$ cat config.mk
export PLATFORM = sky130hd
export DESIGN_NAME = axi4s_fcs_strip_flat
export DESIGN_NICKNAME = d
export VERILOG_FILES = /design/src/rtl/axi4s_fcs_strip_if.sv /design/src/rtl/axi4s_fcs_strip.sv /design/src/flat_wrapper.sv
export SDC_FILE = /design/constraint.sdc
export NUM_CORES = 1
export LEC_CHECK = 0
export ABC_AREA = 1
export BUFFER_PORTS_ARGS = -buffer_cell sky130_fd_sc_hd__buf_2
export CAP_MARGIN = 40
export CORE_MARGIN = 1
export CORE_UTILIZATION = 43
export CTS_BUF_LIST = sky130_fd_sc_hd__clkbuf_4 sky130_fd_sc_hd__clkbuf_8
export CTS_CLUSTER_DIAMETER = 80
export DETAILED_ROUTE_END_ITERATION = 16
export PLACE_DENSITY = 0.85
export SLEW_MARGIN = 10
export SYNTH_ARGS = -nofsm -noshare
export SYNTH_HDL_FRONTEND = slang
export SYNTH_SLANG_ARGS = --single-unit
$ cat constraint.sdc
create_clock -name clk -period 1.25 [get_ports clk]
set_input_delay 0.125 -clock clk [delete_from_list [all_inputs] [get_ports clk]]
set_output_delay 0.125 -clock clk [all_outputs]
set_load 0.02 [all_outputs]
$ cat src/rtl/axi4s_fcs_strip_if.sv
// axi4s_fcs_strip_if: AXI4-Stream bundle whose tuser is {error, bytecount}.
// Ports: tdata/tuser/tlast/tvalid flow source->sink, tready flows sink->source.
// master = source side, slave = sink side.
interface axi4s_fcs_strip_if #(
  parameter int DATA_WIDTH = 64,
  parameter int UWIDTH = $clog2(DATA_WIDTH/8) + 1
);
  logic [DATA_WIDTH-1:0] tdata;
  logic [UWIDTH-1:0] tuser;
  logic tlast, tvalid, tready;
  modport master (output tdata, tuser, tlast, tvalid, input tready);
  modport slave (input tdata, tuser, tlast, tvalid, output tready);
endinterface

$ cat src/rtl/axi4s_fcs_strip.sv
// axi4s_fcs_strip: removes the trailing TRIM_BYTES bytes (FCS) of every AXI4-Stream packet.
// Ports: clk, rst_n (async active-low); s = input stream (slave), m = output stream (master);
// runt_drop pulses for one cycle when a whole packet is too short to survive the trim.
module axi4s_fcs_strip #(
  parameter int DATA_WIDTH = 64,
  parameter int TRIM_BYTES = 4
) (
  input logic clk,
  input logic rst_n,
  axi4s_fcs_strip_if.slave s,
  axi4s_fcs_strip_if.master m,
  output logic runt_drop
);
  localparam int BPW = DATA_WIDTH / 8;
  localparam int CW = $clog2(BPW);
  localparam logic [CW-1:0] TRIM_C = CW'(TRIM_BYTES);
  typedef enum logic [1:0] {ST_EMPTY, ST_HOLD, ST_LAST} state_t;
  state_t state, state_nxt;
  logic [DATA_WIDTH-1:0] h_data;
  logic [CW-1:0] h_cnt, cnt;
  logic h_err, sticky, err_acc, xfer_in, runt;
  // A bytecount of 0 means a full word, which always outlives the trim.
  assign runt = s.tlast && s.tuser[CW-1:0] != '0 && s.tuser[CW-1:0] <= TRIM_C;
  // n-TRIM (kept last beat) and BPW-TRIM+n (absorbed last beat) agree modulo BPW.
  assign cnt = s.tuser[CW-1:0] - TRIM_C;
  assign err_acc = sticky | s.tuser[CW];
  assign xfer_in = s.tvalid && s.tready;
  always_ff @(posedge clk or negedge rst_n)
    if (!rst_n) state <= ST_EMPTY;
    else state <= state_nxt;
  // Once the held beat leaves, every state treats an accepted input beat identically.
  always_comb begin
    state_nxt = xfer_in ? (!s.tlast ? ST_HOLD : runt ? ST_EMPTY : ST_LAST)
              : (state == ST_LAST && m.tready) ? ST_EMPTY : state;
  end
  always_comb begin
    s.tready = state == ST_EMPTY ? 1'b1 : m.tready;
    m.tvalid = state == ST_HOLD ? s.tvalid : state == ST_LAST;
    m.tlast = state == ST_HOLD ? runt : state == ST_LAST;
    m.tdata = h_data;
    m.tuser = state == ST_HOLD ? {err_acc, runt ? cnt : {CW{1'b0}}}
            : state == ST_LAST ? {h_err, h_cnt} : '0;
  end
  always_ff @(posedge clk or negedge rst_n)
    if (!rst_n) begin
      h_data <= '0;
      h_cnt <= '0;
      h_err <= 1'b0;
      sticky <= 1'b0;
      runt_drop <= 1'b0;
    end else begin
      // A runt arriving in ST_HOLD is absorbed into the held beat, not dropped.
      runt_drop <= xfer_in && runt && state != ST_HOLD;
      if (xfer_in) begin
        sticky <= s.tlast ? 1'b0 : err_acc;
        if (!runt) begin
          h_data <= s.tdata;
          h_cnt <= cnt;
          h_err <= err_acc;
        end
      end
    end
endmodule
$ cat src/flat_wrapper.sv
// flat-port wrapper written by rule: the top's interface ports become plain ports
module axi4s_fcs_strip_flat 
#(
  parameter int DATA_WIDTH = 64,
  parameter int TRIM_BYTES = 4
)
  (clk, rst_n, runt_drop, s_tdata, s_tuser, s_tlast, s_tvalid, s_tready, m_tdata, m_tuser, m_tlast, m_tvalid, m_tready);
  axi4s_fcs_strip_if #(.DATA_WIDTH(DATA_WIDTH)) s_i ();
  axi4s_fcs_strip_if #(.DATA_WIDTH(DATA_WIDTH)) m_i ();
  input logic clk;
  input logic rst_n;
  output logic runt_drop;
  input wire logic [$bits(s_i.tdata)-1:0] s_tdata;
  input wire logic [$bits(s_i.tuser)-1:0] s_tuser;
  input wire logic [$bits(s_i.tlast)-1:0] s_tlast;
  input wire logic [$bits(s_i.tvalid)-1:0] s_tvalid;
  output wire logic [$bits(s_i.tready)-1:0] s_tready;
  output wire logic [$bits(m_i.tdata)-1:0] m_tdata;
  output wire logic [$bits(m_i.tuser)-1:0] m_tuser;
  output wire logic [$bits(m_i.tlast)-1:0] m_tlast;
  output wire logic [$bits(m_i.tvalid)-1:0] m_tvalid;
  input wire logic [$bits(m_i.tready)-1:0] m_tready;
  assign s_i.tdata = s_tdata;
  assign s_i.tuser = s_tuser;
  assign s_i.tlast = s_tlast;
  assign s_i.tvalid = s_tvalid;
  assign s_tready = s_i.tready;
  assign m_tdata = m_i.tdata;
  assign m_tuser = m_i.tuser;
  assign m_tlast = m_i.tlast;
  assign m_tvalid = m_i.tvalid;
  assign m_i.tready = m_tready;
  axi4s_fcs_strip #(.DATA_WIDTH(DATA_WIDTH), .TRIM_BYTES(TRIM_BYTES)) u_core (.clk(clk), .rst_n(rst_n), .s(s_i), .m(m_i), .runt_drop(runt_drop));
endmodule
==> results of run 1 <==
## through the flow
step / instance area, um2 / hold WS, ps / util
5_1_grt: 5170 / 10.6 / 0.792
6_report: 5170 / 17.9 / 0.792
2_1_floorplan: 2990 / -171 / -
3_3_place_gp: 3840 / 176 / 0.587
4_1_cts: 4610 / 2.16 / 0.706
3_5_place_dp: 3840 / 180 / 0.587
## synth_stat cells, types with 3 or more instances
library cell	instances
dfrtp_1	72
nand2_1	151
nand3_1	69
clkbuf_1	5
o21ai_0	6
nor2_1	3
inv_1	8
buf_2	9
buf_1	3
## what timing repair did
action / CTS / global route
pin swaps: 20 / 47
gates resized for setup: 38 / 174
endpoints found under the hold margin: 72 / 0
gates cloned: 11 / 7
buffers inserted: 14 / 4
setup endpoints to repair: 76 / 77
hold buffers: 1 / 0
## cells by family (layout without fill, tap and decap cells)
kind of cell	after synthesis	after routing	synth area share
DFF	72	72	0.604
buffers and inverters	31	207	0.0503
AOI/OAI and AO/OA	10	10	0.0226
and+or+nand+nor	229	230	0.323
## how the worst max path moves through the flow
| stage | endpoint | from | slack (ps) | cells past startpoint |
|---|---|---|---|---|
| 2_1_floorplan | m_tlast | u_core.state[1] | -50 | 3 |
| 3_3_place_gp | u_core.m.tdata[45] | u_core.state[0] | -30 | 6 |
| 3_5_place_dp | u_core.m.tdata[51] | u_core.state[0] | -80 | 6 |
| 6_report | m_tuser[1] | u_core.state[1] | -270 | 6 |
| 5_1_grt | m_tuser[0] | u_core.state[1] | -320 | 6 |
| 4_1_cts | m_tuser[1] | u_core.state[0] | -260 | 7 |
## layout make-up
cell class | instances | area (um2) | share of cell area
inverters | 10 | 40.0 | 0.00774
well taps | 77 | 96.3 | 0.0186
clock inverters | 3 | 15.0 | 0.00290
multi-input cells | 240 | 1610 | 0.311
flip-flops and latches | 72 | 1800 | 0.348
repair buffers | 181 | 1440 | 0.278
clock buffers | 13 | 173 | 0.0334
## worst min-delay path: cells and delay by family
family                 cells  cell delay [ps]
AND/OR/NAND/NOR            2              120
buffers and inverters      1               70
## routing by layer
metal,wire length [um],part of all wire,global-route usage
met5,0,0,0
met4,78,0.0078,0.0742
met3,504,0.050,0.0428
met2,5580,0.56,0.467
met1,3890,0.39,0.300
## registers in the layout (all words and copies together), names as in the netlist
signal / count
u_core.state: 2
u_core.runt_drop: 1
u_core.h_cnt: 3
u_core.sticky: 1
u_core.m.tdata: 64
u_core.h_err: 1
## power by group
part / internal, W / switching (W)
sequential: 0.00283 / 0.000429
clock: 0.000897 / 0.000834
combinational: 0.00134 / 0.00179
total: 0.00507 / 0.00305
==> run metrics, run 1 <==
run status=finished, violations left; failing checks=negative setup slack; CP Cell Sequence=buf_4 -> nor2_4 -> buf_6 -> nand4_1 -> nand2_1 -> buf_6; Peak Freq=657 MHz; largest net degree at the start of global routing=73; fin nets=around 600; ys async rst share=1.00; cell family with most CP delay=flip-flops; fin. max-slew vios=0; CP required=1120 ps; CTS Buffer Depth=2; Area Overhead vs Synth=73.2%; Least-Margin Pin Slew=approximately 400 ps; crit-path max FO=3; slew margin rel.=0.732; worst r2r dst=u_core.m.tdata[19]; CP Capture Type=output port; Yosys reg bits=about 70; most used cell, CP=buf_6; Synth area leaders=dfrtp_1, nand2_1, nand3_1, buf_2, o21ai_0; Cells after Synth=roughly 340; R2R Setup Slk=-260 ps; DR vias=3,186; CP max stage delay=approximately 400 ps; worst path bufs/invs=3; Clock Skew=between 6 and 7 ps; IO Pins=145; most frequent cells in the layout=buf_2, dfrtp_1, nand2_2; warnings from Yosys=0; worst skew pair latency=between 300 and 400 ps; Syn Area/Cell=between 8 and 9 um2; PwrDens=around 1600 nW/um2; placed cell count=approximately 550; FF-to-FF Start=u_core.state[1]; number of port buffers=approximately 140; Fillers=approximately 410; TritonRoute pass-1 iters=4; startpoint types=flop; max-cap viol count=0; Yosys top cell area share=0.604; area leader, netlist=dfrtp_1; Final setup viols=76; core box area=approximately 6500 um2; WHS Endpoint=u_core.m.tdata[50]; Arr. time, crit path=between 1000 and 1500 ps; VDD IR-drop max=0.00101 V; clk sink count=72; setup slack after layout=-272 ps; Die W=between 80 and 90 um; WL final=~10,000 um; Final Hold Fails=0; Total Power=approximately 0.0081 W; CTS H-Tree Depth=3; die footprint=between 7000 and 8000 um2; Site Rows=29; setup tns final=-16,820 ps; HP Start=s_tdata[50]; post-synthesis sequential area ratio=0.604; 1st-iter DRT viols=between 80 and 90; non-filler cells, final=slightly below 600; antenna cells=0; initial antenna violation count=0; fraction of layout cells with a size suffix above 1=0.642; clock transition at the registers of the reported paths=about 80 ps; Cells on Worst Hold Path=3; # DRC=0; HPWL after detailed placement=roughly 5000 um; Initial Util=0.457; GRT overflow=0; slowest stage cell, crit path=dfrtp_1; leakage=between 2 and 3 nW; gr usage total=0.252; Register-to-Register Path Depth=9; commonest non-fill, non-tap cell in the layout=buf_2; GP Congestion=approximately 0.84; wire per inst=between 15 and 20 um; RSZ-0062 raised after global routing=yes; Hold Crit Class=input port to flop; fin crit period=approximately 1500 ps; most used flip-flop cell after synthesis=dfrtp_1; vias per cell=around 5.3; pre-CTS setup slack=-75.8 ps; root buf cell=clkbuf_8; fin crit share=1.22; Post-Synthesis Cell Area=roughly 3000 um2; Num CTS Buffers=9; number of global-route vias before repair=between 2,000 and 3,000; count of flip-flops with a built-in enable after synthesis=0; Synth Net Count=415; first-pass GRT wire length=between 10,000 and 15,000 um; critical path class=flop to output port; Detail Route Antenna Nets=0; CTS tree=done; DIE HEIGHT=85.3 um; library cells used by synthesis=21
Note: power is estimated with default switching activity, not from simulation.
==> run 2: changes to the inputs <==
PLACE_DENSITY = 0.78   (was 0.85)
==> run metrics, run 2 (same netlist as run 1, synthesis figures left out) <==
PwrDens=between 1500 and 2000 nW/um2; vias per cell=slightly below 5; Peak Freq=between 600 and 700 MHz; leakage=~2.6 nW; Final Cell Area=4680 um2; RSZ-0062 raised after global routing=yes; startpoint types=flop; root buf cell=clkbuf_8; CTS tree=done; IO Pins=around 150; Clock Skew=14.7 ps; largest net degree at the start of global routing=73; max reg flops=64; CP required=between 1500 and 2000 ps; Area Overhead vs Synth=56.8%; non-filler cells, final=594; max-cap viol count=0; Least-Margin Pin Slew=373 ps; fin nets=approximately 600; Num CTS Buffers=9; fraction of layout cells with a size suffix above 1=0.515; TritonRoute pass-1 iters=4; gr usage total=0.239; GP Congestion=around 0.94; Final Hold Fails=0; number of port buffers=144; wire per inst=14.2 um; fin util=0.716; register area=roughly 1800 um2; setup tns final=-13,420 ps; hold_ws=about 9.6 ps; run status=finished, violations left; die footprint=7280 um2; DIE HEIGHT=approximately 85 um; 1st-iter DRT viols=roughly 100; first-pass GRT wire length=about 14,000 um; commonest non-fill, non-tap cell in the layout=buf_2; clock transition at the registers of the reported paths=approximately 80 ps; Area after DPL=roughly 3800 um2; initial antenna violation count=0; fin crit share=1.19; CP Capture Type=flop; Arr. time, crit path=around 1800 ps; number of global-route vias before repair=2,946; GRT overflow=0; clk sink count=about 70; Final setup viols=76; HPWL after detailed placement=around 5200 um; Site Rows=29; failing checks=negative setup slack; core box area=between 6000 and 7000 um2; antenna cells=0; worst skew pair latency=between 300 and 400 ps; DR vias=2,947; footprint of the multi-input gates=between 1000 and 1500 um2; critical path class=flop to flop; setup slack after layout=-240 ps; fin crit period=between 1000 and 1500 ps; placed cell count=556; slew margin rel.=0.752; CTS H-Tree Depth=3; Fillers=roughly 520; most frequent cells in the layout=buf_2, nand2_1, dfrtp_1; CTS Buffer Depth=2; crit-path max FO=6; Detail Route Antenna Nets=0; VDD IR-drop max=around 0.00093 V; fin. max-slew vios=0; WL final=roughly 8400 um; Hold Crit Class=input port to flop; Die W=85.3 um; Initial Util=0.457; # DRC=0
==> run 2: changes by cell type in the layout (fill, tap and decap cells not counted), moves of 4 or more <==
cell           before  now
nand3_2            30   16
nand3_1            38   54
buf_12             13    6
nand2_4            24    7
dlygate4sd3_1       1    5
nand2_2            69   40
clkbuf_16           5    1
buf_4               5   13
nand2_1            58  104
==> run 2: area by class of cell <==
cell class | count | share of cell area
Timing Repair Buffer | 180 | 0.268
Inverter | 10 | 0.00802
Clock inverter | 7 | 0.0155
Tap cell | 77 | 0.0206
Clock buffer | 9 | 0.0265
Sequential cell | 72 | 0.385
Multi-Input combinational cell | 239 | 0.276
==> run 2: worst paths after layout <==
path,cells past startpoint,endpoint,slack [ps],from
hold reg to reg,2,u_core.m.tdata[42],470,u_core.m.tdata[42]
min in group asynchronous,3,u_core.m.tdata[50],320,rst_n
hold / removal,3,u_core.m.tdata[20],10,s_tdata[20]
setup reg to reg,8,u_core.m.tdata[33],-240,u_core.state[0]
max in group asynchronous,3,u_core.m.tdata[29],620,rst_n
setup / recovery,8,u_core.m.tdata[33],-240,u_core.state[0]
==> run 2: report_power, final <==
group          total [W]  internal (W)  switching, W
Sequential       0.00318       0.00283      0.000344
Clock            0.00183      0.000921      0.000904
Combinational    0.00266       0.00108       0.00158
==> run 2: timing repair <==
item / 4_1_cts / 5_1_grt
setup buffers: 12 / 5
hold buffers: 5 / 0
cloned: 6 / 1
setup endpoints to repair: 75 / 79
pin swaps: 6 / 26
hold endpoints to repair: 76 / 0
resized for setup: 59 / 67
==> run 2: through the flow <==
| step | worst slack, ps | total power, W |
|---|---|---|
| 2_1_floorplan | -48.8 | 0.00442 |
| 3_3_place_gp | -41.6 | 0.00525 |
| 3_5_place_dp | -122 | 0.00531 |
| 4_1_cts | -212 | 0.00754 |
| 5_1_grt | -329 | 0.00808 |
| 6_report | -240 | 0.00766 |
==> run 2: worst max-delay path, stage by stage (launching register included) <==
cell and delay (ps):
dfrtp_1 400, inv_2 130, nand2_4 70, a21oi_4 260
buf_6 180, buf_12 110, clkbuf_16 140, nand3_1 70
nand2_1 80
==> run 2: layer usage <==
metal / vias to the layer above / routed length [um] / global-route usage
met5: - / 0 / 0
li1: 1441 / - / -
met1: 1383 / 3530 / 0.297
met4: 0 / 110 / 0.0924
met2: 112 / 4400 / 0.419
met3: 11 / 379 / 0.0409
==> run 3: changes to the inputs <==
==> constraint.sdc (replaced) <==
create_clock -name clk -period 1.25 [get_ports clk]
set_input_delay 0.25 -clock clk [delete_from_list [all_inputs] [get_ports clk]]
set_output_delay 0.25 -clock clk [all_outputs]
set_load 0.02 [all_outputs]
==> run metrics, run 3 (same netlist as run 1, synthesis figures left out) <==
largest net degree at the start of global routing=31; VDD IR-drop max=0.000951 V; register area=approximately 1800 um2; CP max stage delay=between 400 and 500 ps; DIE HEIGHT=about 85 um; failing checks=negative setup slack; Initial Util=0.457; footprint of the multi-input gates=between 1500 and 2000 um2; Detail Route Antenna Nets=0; max-cap viol count=0; wire per inst=approximately 16 um; Final setup viols=77; CP Capture Type=flop; fin. max-slew vios=0; critical path class=flop to flop; TritonRoute pass-1 iters=4; Fillers=between 400 and 500; max reg flops=between 60 and 70; Area Overhead vs Synth=72.2%; slew margin rel.=0.824; crit-path max FO=6; 1st-iter DRT viols=100; IO Pins=approximately 150; run status=finished, violations left; most used cell, CP=buf_6; CP Cell Sequence=buf_6 -> inv_2 -> nand2_4 -> a21oi_4 -> buf_6 -> nand2_8 -> clkbuf_16 -> nand2_2 -> nand2_1; fin crit period=between 1500 and 2000 ps; clock transition at the registers of the reported paths=~80 ps; most frequent cells in the layout=buf_2, dfrtp_1, nand3_1; pre-CTS setup slack=-122 ps; fin util=0.787; setup slack after layout=-357 ps; Die W=approximately 85 um; Peak Freq=622 MHz; Hold Crit Class=input port to flop; DR vias=3,047; clk sink count=72; initial antenna violation count=0; CTS H-Tree Depth=3; Least-Margin Pin Slew=between 200 and 300 ps; fin nets=between 500 and 600; PwrDens=around 1600 nW/um2; fraction of layout cells with a size suffix above 1=0.612; core box area=around 6500 um2; cell family with most CP delay=buffers and inverters; CP required=1480 ps; number of global-route vias before repair=roughly 2,900; worst skew pair latency=between 300 and 400 ps; leakage=around 2.8 nW; worst path bufs/invs=4; CTS tree=done; die footprint=7280 um2; HPWL after detailed placement=about 5300 um; CTS Buffer Depth=2; first-pass GRT wire length=between 10,000 and 15,000 um; root buf cell=clkbuf_8; Arr. time, crit path=1840 ps; # DRC=0; GP Congestion=between 0.9 and 1; fin crit share=1.29; GRT overflow=0; Site Rows=29; Total Power=approximately 0.0083 W; Clock Skew=about 7.6 ps; startpoint types=flop; vias per cell=~5; number of port buffers=about 140; gr usage total=0.243; antenna cells=0; commonest non-fill, non-tap cell in the layout=buf_2; RSZ-0062 raised after global routing=yes; Num CTS Buffers=9; slowest stage cell, crit path=dfrtp_2; Final Hold Fails=0; WL final=9450 um
run 3: report_power, final:
group	switching [W]	internal [W]
Sequential	0.000464	0.00283
Clock	0.000867	0.000996
Combinational	0.00175	0.00135
Total	0.00309	0.00518
run 3: path summary, 6_finish.rpt:
kind / end / depth (start not counted) / slack, ps / start
max: u_core.m.tdata[60] / 9 / -360 / u_core.state[1]
min in group asynchronous: u_core.m.tdata[52] / 2 / 330 / rst_n
min reg2reg: u_core.m.tdata[4] / 2 / 480 / u_core.m.tdata[4]
max reg2reg: u_core.m.tdata[60] / 9 / -360 / u_core.state[1]
min: u_core.m.tdata[15] / 3 / 130 / s_tdata[15]
max in group asynchronous: u_core.m.tdata[9] / 3 / 410 / rst_n
run 3: final cells by class:
type	count	area share
clock buffer	11	0.0282
clock inverter	5	0.0110
inverter	10	0.00779
multi-input combinational	240	0.307
sequential	72	0.351
tap	77	0.0187
timing repair buffer	185	0.276
run 3: repair_timing:
item,in CTS,in global routing
resized for setup,42,163
setup buffers,8,2
pin swaps,5,13
endpoints found under the setup margin,76,79
gates cloned,6,8
endpoints found under the hold margin,14,0
hold buffers,1,0
run 3: per-stage QoR:
step	hold WS (ps)	TNS [ps]	std cells	instance area, um2
CTS	130	-19260	590	4450
finish	134	-25110	600	5140
global placement	138	-2540	559	3850
detailed placement	142	-7180	559	3850
floorplan	-45.6	-573	342	2990
global route	133	-28690	600	5140
run 3: layer usage:
layer | vias to the layer above | track usage | wire, um
met2 | 126 | 0.424 | 4950
li1 | 1455 | - | -
met3 | 13 | 0.0506 | 549
met4 | 0 | 0.0894 | 135
met5 | - | 0 | 0
met1 | 1453 | 0.298 | 3820
run 3: worst min-delay path: stages:
cell	delay (ps)
buf_2	70
nand3_1	60
nand2_1	60
